`src/rtl/ram_stream_reader_pkg.sv`:
```
// Shared types and constants for the RAM stream reader: sequencer states and
// output buffer sizing.
package ram_stream_reader_pkg;

    typedef enum logic [1:0] {
        IDLE  = 2'd0,
        READ  = 2'd1,
        DRAIN = 2'd2
    } state_e;

    localparam int BUF_DEPTH = 2;
    localparam int BUF_CNT_W = $clog2(BUF_DEPTH + 1);

endpackage

```
`src/rtl/ram_stream_reader_skid_fifo.sv`:
```
// Two-entry shift-style FIFO; entry 0 is always the head, so the head output
// comes straight from a register.
module stream_skid_fifo
    import ram_stream_reader_pkg::*;
#(
    parameter int WIDTH = 33
) (
    input  logic                 clk,
    input  logic                 rst_n,
    input  logic                 push_i,
    input  logic [WIDTH-1:0]     din_i,
    input  logic                 pop_i,
    output logic [WIDTH-1:0]     head_o,
    output logic                 valid_o,
    output logic [BUF_CNT_W-1:0] count_o
);

    logic [WIDTH-1:0]     entry0_q, entry0_d;
    logic [WIDTH-1:0]     entry1_q, entry1_d;
    logic [BUF_CNT_W-1:0] count_q, count_d;
    logic                 doPush;
    logic                 doPop;

    always_comb begin
        entry0_d = entry0_q;
        entry1_d = entry1_q;
        count_d  = count_q;
        doPop    = pop_i && (count_q != '0);
        doPush   = push_i && ((count_q < BUF_CNT_W'(BUF_DEPTH)) || doPop);

        case ({doPush, doPop})
            2'b10: begin
                if (count_q == '0) begin
                    entry0_d = din_i;
                end else begin
                    entry1_d = din_i;
                end
                count_d = count_q + BUF_CNT_W'(1);
            end
            2'b01: begin
                entry0_d = entry1_q;
                count_d  = count_q - BUF_CNT_W'(1);
            end
            2'b11: begin
                // Simultaneous push and pop keeps the count; shift when two deep.
                if (count_q == BUF_CNT_W'(1)) begin
                    entry0_d = din_i;
                end else begin
                    entry0_d = entry1_q;
                    entry1_d = din_i;
                end
            end
            default: ;
        endcase
    end

    always_ff @(posedge clk or negedge rst_n) begin
        if (!rst_n) begin
            entry0_q <= '0;
            entry1_q <= '0;
            count_q  <= '0;
        end else begin
            entry0_q <= entry0_d;
            entry1_q <= entry1_d;
            count_q  <= count_d;
        end
    end

    assign head_o  = entry0_q;
    assign valid_o = (count_q != '0);
    assign count_o = count_q;

endmodule

```
`src/rtl/ram_stream_reader.sv`:
```
// Walks a contiguous range of a 1-cycle-latency RAM read port and delivers the
// words as a valid/ready stream with a last flag, throttled by buffer credit.
module ram_stream_reader
    import ram_stream_reader_pkg::*;
#(
    parameter int ADDR_WIDTH = 10,
    parameter int DATA_WIDTH = 32
) (
    input  logic                  clk,
    input  logic                  rst_n,
    input  logic                  start,
    input  logic [ADDR_WIDTH-1:0] base_addr,
    input  logic [ADDR_WIDTH:0]   length,
    output logic                  busy,
    output logic                  done,
    output logic [ADDR_WIDTH-1:0] rd_addr,
    input  logic [DATA_WIDTH-1:0] rd_data,
    output logic                  m_valid,
    input  logic                  m_ready,
    output logic [DATA_WIDTH-1:0] m_data,
    output logic                  m_last
);

    localparam int LEN_W = ADDR_WIDTH + 1;
    localparam int OCC_W = BUF_CNT_W + 1;

    state_e                state_q, state_d;
    logic [ADDR_WIDTH-1:0] rdAddr_q, rdAddr_d;
    logic [LEN_W-1:0]      length_q, length_d;
    logic [LEN_W-1:0]      issued_q, issued_d;
    logic                  inflight_q, inflight_d;
    logic                  inflightLast_q, inflightLast_d;
    logic                  done_q, done_d;

    logic                  issue;
    logic                  pop;
    logic                  issueIsLast;
    logic [OCC_W-1:0]      occupancy;
    logic [BUF_CNT_W-1:0]  fifoCount;
    logic [DATA_WIDTH:0]   fifoHead;
    logic                  fifoValid;

    assign pop         = fifoValid & m_ready;
    assign issueIsLast = ((issued_q + LEN_W'(1)) == length_q);
    // Words already buffered or on their way, after this cycle's pop leaves.
    assign occupancy   = OCC_W'(fifoCount) + OCC_W'(inflight_q) - OCC_W'(pop);

    always_comb begin
        state_d        = state_q;
        rdAddr_d       = rdAddr_q;
        length_d       = length_q;
        issued_d       = issued_q;
        done_d         = 1'b0;
        issue          = 1'b0;

        case (state_q)
            IDLE: begin
                if (start) begin
                    rdAddr_d = base_addr;
                    length_d = length;
                    issued_d = '0;
                    state_d  = (length == '0) ? DRAIN : READ;
                end
            end
            READ: begin
                if (occupancy < OCC_W'(BUF_DEPTH)) begin
                    issue    = 1'b1;
                    rdAddr_d = rdAddr_q + ADDR_WIDTH'(1);
                    issued_d = issued_q + LEN_W'(1);
                    if (issueIsLast) begin
                        state_d = DRAIN;
                    end
                end
            end
            DRAIN: begin
                if (!inflight_q && (occupancy == '0)) begin
                    state_d = IDLE;
                    done_d  = 1'b1;
                end
            end
            default: state_d = IDLE;
        endcase

        inflight_d     = issue;
        inflightLast_d = issue & issueIsLast;
    end

    always_ff @(posedge clk or negedge rst_n) begin
        if (!rst_n) begin
            state_q        <= IDLE;
            rdAddr_q       <= '0;
            length_q       <= '0;
            issued_q       <= '0;
            inflight_q     <= 1'b0;
            inflightLast_q <= 1'b0;
            done_q         <= 1'b0;
        end else begin
            state_q        <= state_d;
            rdAddr_q       <= rdAddr_d;
            length_q       <= length_d;
            issued_q       <= issued_d;
            inflight_q     <= inflight_d;
            inflightLast_q <= inflightLast_d;
            done_q         <= done_d;
        end
    end

    stream_skid_fifo #(
        .WIDTH (DATA_WIDTH + 1)
    ) u_fifo (
        .clk     (clk),
        .rst_n   (rst_n),
        .push_i  (inflight_q),
        .din_i   ({inflightLast_q, rd_data}),
        .pop_i   (pop),
        .head_o  (fifoHead),
        .valid_o (fifoValid),
        .count_o (fifoCount)
    );

    assign busy    = (state_q != IDLE);
    assign done    = done_q;
    assign rd_addr = rdAddr_q;
    assign m_valid = fifoValid;
    assign m_data  = fifoHead[DATA_WIDTH-1:0];
    assign m_last  = fifoValid & fifoHead[DATA_WIDTH];

endmodule

```
`config.mk`:
```
export PLATFORM = sky130hd
export DESIGN_NAME = ram_stream_reader
export DESIGN_NICKNAME = d
export VERILOG_FILES = /design/src/rtl/ram_stream_reader_pkg.sv /design/src/rtl/ram_stream_reader_skid_fifo.sv /design/src/rtl/ram_stream_reader.sv
export SDC_FILE = /design/constraint.sdc
export NUM_CORES = 1
export LEC_CHECK = 0
export CAP_MARGIN = 20
export CELL_PAD_IN_SITES_DETAIL_PLACEMENT = 0
export CELL_PAD_IN_SITES_GLOBAL_PLACEMENT = 1
export CORE_AREA = 4 4 154 96
export DETAILED_ROUTE_END_ITERATION = 10
export DIE_AREA = 0 0 158 100
export PLACE_DENSITY_LB_ADDON = 0.1
export SYNTH_ARGS = -nofsm -noshare
export SYNTH_HDL_FRONTEND = slang
export SYNTH_SLANG_ARGS = --single-unit
export TNS_END_PERCENT = 30
```
`constraint.sdc`:
```
create_clock -name clk -period 4.35 [get_ports clk]
set_input_delay 0.6525 -clock clk [delete_from_list [all_inputs] [get_ports clk]]
set_output_delay 0.6525 -clock clk [all_outputs]
set_load 0.01 [all_outputs]
```
==> metrics.md <==
| Metric | Value |
|---|---|
| Unrepaired setup endpoints after global routing | no |
| Synth area leaders | dfrtp_1 50%, mux2_2 9.2%, a21oi_1 4.9%, a22oi_1 4.8%, buf_4 4.6% |
| Status | complete, no violations |
| FF-to-FF path depth | 17 |
| Largest family of logic cells by synthesized area | compound AO/OA/AOI/OAI gates |
| EDFF count, synth | 0 |
| Multiplexer share of the synthesized area | a little under a tenth |
| Ys async rst share | 100% |
| Clock buffer depth | 2 |
| Post-route cell area | between 6000 and 7000 sq um |
| Rel. slew slack | between 40% and 50% |
| CP Data Arrival Time | 3.84 ns |
| WP data required | 4.59 ns |
| Worst setup endpoint | rd_addr[0]$_DFFE_PN0P_ |
| Register bit total from synthesis | 105 |
| Worst R2R End | rd_addr[0]$_DFFE_PN0P_ |
| Final ANT Viol Nets | 0 |
| Post-Synth Adder-Cell Area | 2.52% |
| Max cap viols | 0 |
| # IOs | just over 100 |
| WL/cell | 16.3 um |
| Hold Path Class | input port to asynchronous set/reset pin |
| Post-Synth Simple-Gate Area | 12.2% |
| Power Density | between 700 and 800 nW/um^2 |
| Post-Layout Cell Count | 758 |
| Synth top area share | 49.9% |
| Slew @ Worst Pin | just over 0.8 ns |
| Max FO, Critical Path | 16 |
| Via density | roughly 5.2 |
| Critical path class | flip-flop to flip-flop |
| Die height | 100 um |
| Peak VDD IR | 0.290 mV |
| CTS tree | yes |
| Skew-Pair Late Insertion Delay | 0.35 ns |
| Vias | 3960 |
| Net Count, Synth | 586 |
| Top cells by count, synth | 105 x dfrtp_1, 52 x a21oi_1, 48 x nor2_1 |
| Final setup vio count | 0 |
| Antenna cell count | 0 |
| Hold slack final | about 0.13 ns |
| Synth unique cells | 51 |
| Core Region | about 13000 sq um |
| Cell taking the most area after synthesis | dfrtp_1 |
| Clock Skews | 0.00754 ns |
| Number of synthesis warnings | 0 |
| H-tree Lvls | 3 |
| Detailed-router iteration count before antenna repair | 4 |
| Cell row count | 33 |
| Synth Flop Type | dfrtp_1 |
| Fin Setup TNS | 0 ns |
| Synth Area per Inst | 10.1 sq um |
| Post-Synth XOR/XNOR Area | 2.97% |
| TritonCTS Sinks | 105 |
| Fin crit period | 3.60 ns |
| Die ar. | 15800 sq um |
| Element type at the critical path end | flip-flop |
| Reg clk slew, reported paths | 0.07 ns |
| Seq/Total Area, Yosys | ~50% |
| Cell Area, Placed | 6240 sq um |
| GP Congestion | 0.764 |
| Final slew viol count | 0 |
| Lkg Pwr | roughly 2.7 nW |
| Die X | around 160 um |
| Hpwl dp | 8590 um |
| Fin crit share | 82.8% |
| GRT Util Overall | 15.8% |
| Final Hold Fails | 0 |
| Post-cts gate resize count | 0 |
| Most numerous cell in the Yosys netlist | dfrtp_1 |
| Crit path from | u_fifo.count_o[1]$_DFFE_PN0P_ |
| DRC Markers | 0 |
| Antenna violations before repair | 0 |
| Total CTS buffers | 9 |
| Share of post-route cells with drive strength above 1 | 13.0% |
| Area grow syn2layout | 24.8% |
| Max Freq | 0.278 GHz |
| Largest net degree at the start of global routing | 81 |
| Post-CTS Setup Bufs | 0 |
| Port Buffers | 102 |
| GRT Residual Overflow | 0 |
| Clk root buf | clkbuf_16 |
| R2r startpoint | u_fifo.count_o[1]$_DFFE_PN0P_ |
| Initial Utilization | 39.2% |
| Vias in the first global route | 3968 |
| First-pass GRT wire length | ~20000 um |
| Mapped Area | 5270 sq um |
| Worst Setup Start Kind | flip-flop |
| Routed WL | 12300 um |
| NumNets Final | 645 |
| R2R Setup Slk | 0.75 ns |
| Post-synthesis compound-gate area fraction | 15.3% |
| # hold bufs at CTS | 0 |
| 1st-iter DRT viols | 244 |
| Cells after synthesis | 519 |
| Placed cells | 741 |
| Core Util, Final | between 40% and 50% |
==> cell type report <==
type | instances | area [sq um]
Multi-Input combinational cell | 337 | 2230
Clock inverter | 6 | 72.6
Sequential cell | 105 | 2630
Inverter | 13 | 48.8
Clock buffer | 10 | 229
Timing Repair Buffer | 112 | 1140
Tap cell | 175 | 219
Fill cell | 1191 | 6850
==> cell usage in the layout (no fill, tap or decap), drive strengths merged, types with 6 or more instances in the layout <==
cell type,n
dfrtp,105
clkdlybuf4s50,101
a21oi,52
nor2,49
mux2,43
a22oi,34
nand2,31
o21ai,23
inv,15
nand3,14
xnor2,11
buf,11
clkbuf,10
ha,9
nor3,7
o31ai,6
xor2,6
and3,6
and2,6
==> per-layer routing <==
| metal | global-route usage [%] | vias to the layer above | wire (um) |
|---|---|---|---|
| met5 | 0 | - | 0 |
| met4 | 4.91 | 0 | 178 |
| met3 | 3.83 | 15 | 590 |
| met2 | 21.9 | 109 | 5190 |
| met1 | 24.3 | 1919 | 6370 |
| li1 | - | 1917 | - |
==> worst max-delay path, stage by stage, from the launching register on <==
cell and delay [ns]:
dfrtp_1 0.41, inv_1 0.13, ha_1 0.22, nand2b_1 0.14, inv_1 0.06, ha_1 0.26, inv_1 0.04, ha_1 0.18
fa_1 0.38, xor2_1 0.16, nand2b_1 0.12, or2_2 0.32, clkinv_1 0.30, nor2_2 0.32, buf_4 0.23, nor3_1 0.06
a21oi_1 0.12, nand2_1 0.05
==> registers in the layout, summed over array words and instances, names as in the netlist <==
name	count
length_q	11
u_fifo.count_o	2
u_fifo.head_o	33
issued_q	11
state_q	2
u_fifo.entry1_q	33
rd_addr	10
inflight_q	1
inflightLast_q	1
done	1
==> worst min-delay path by stage <==
| stage | from | end | slack, ns |
|---|---|---|---|
| after floorplan | rst_n | done$_DFF_PN0_ | 0.36 |
| after detailed placement | u_fifo.entry1_q[25]$_DFFE_PN0P_ | u_fifo.entry1_q[25]$_DFFE_PN0P_ | 0.50 |
| after global placement | u_fifo.entry1_q[9]$_DFFE_PN0P_ | u_fifo.entry1_q[9]$_DFFE_PN0P_ | 0.49 |
| after CTS | issued_q[10]$_DFFE_PN0P_ | issued_q[10]$_DFFE_PN0P_ | 0.51 |
| final | rst_n | rd_addr[2]$_DFFE_PN0P_ | 0.13 |
| after global routing | rst_n | done$_DFF_PN0_ | 0.12 |
==> stage by stage <==
step | setup slack, ns | total power [mW]
4_1_cts | 0.739 | 4.80
3_3_place_gp | 0.519 | 3.89
5_1_grt | 0.318 | 5.12
2_1_floorplan | 1.19 | 3.26
3_5_place_dp | 0.464 | 3.94
6_report | 0.748 | 4.75
==> cells by family (layout without fill, tap and decap cells) <==
group                    after synthesis  in the layout
AND/OR/NAND/NOR                      135            135
buffers and inverters                 77            141
flip-flops                           105            105
multiplexers                          43             43
XOR/XNOR                              17             17
adder cells (fa/ha/maj)               10             10
AO/OA/AOI/OAI                        132            132
==> where the power goes <==
part           internal [mW]  leakage, nW  total (mW)  switching [mW]
Combinational           1.10         1.31        2.17            1.06
Clock                  0.454        0.144       0.833           0.379
Sequential              1.43         1.26        1.75           0.322
No activity file was read; power rests on OpenSTA's default activity.
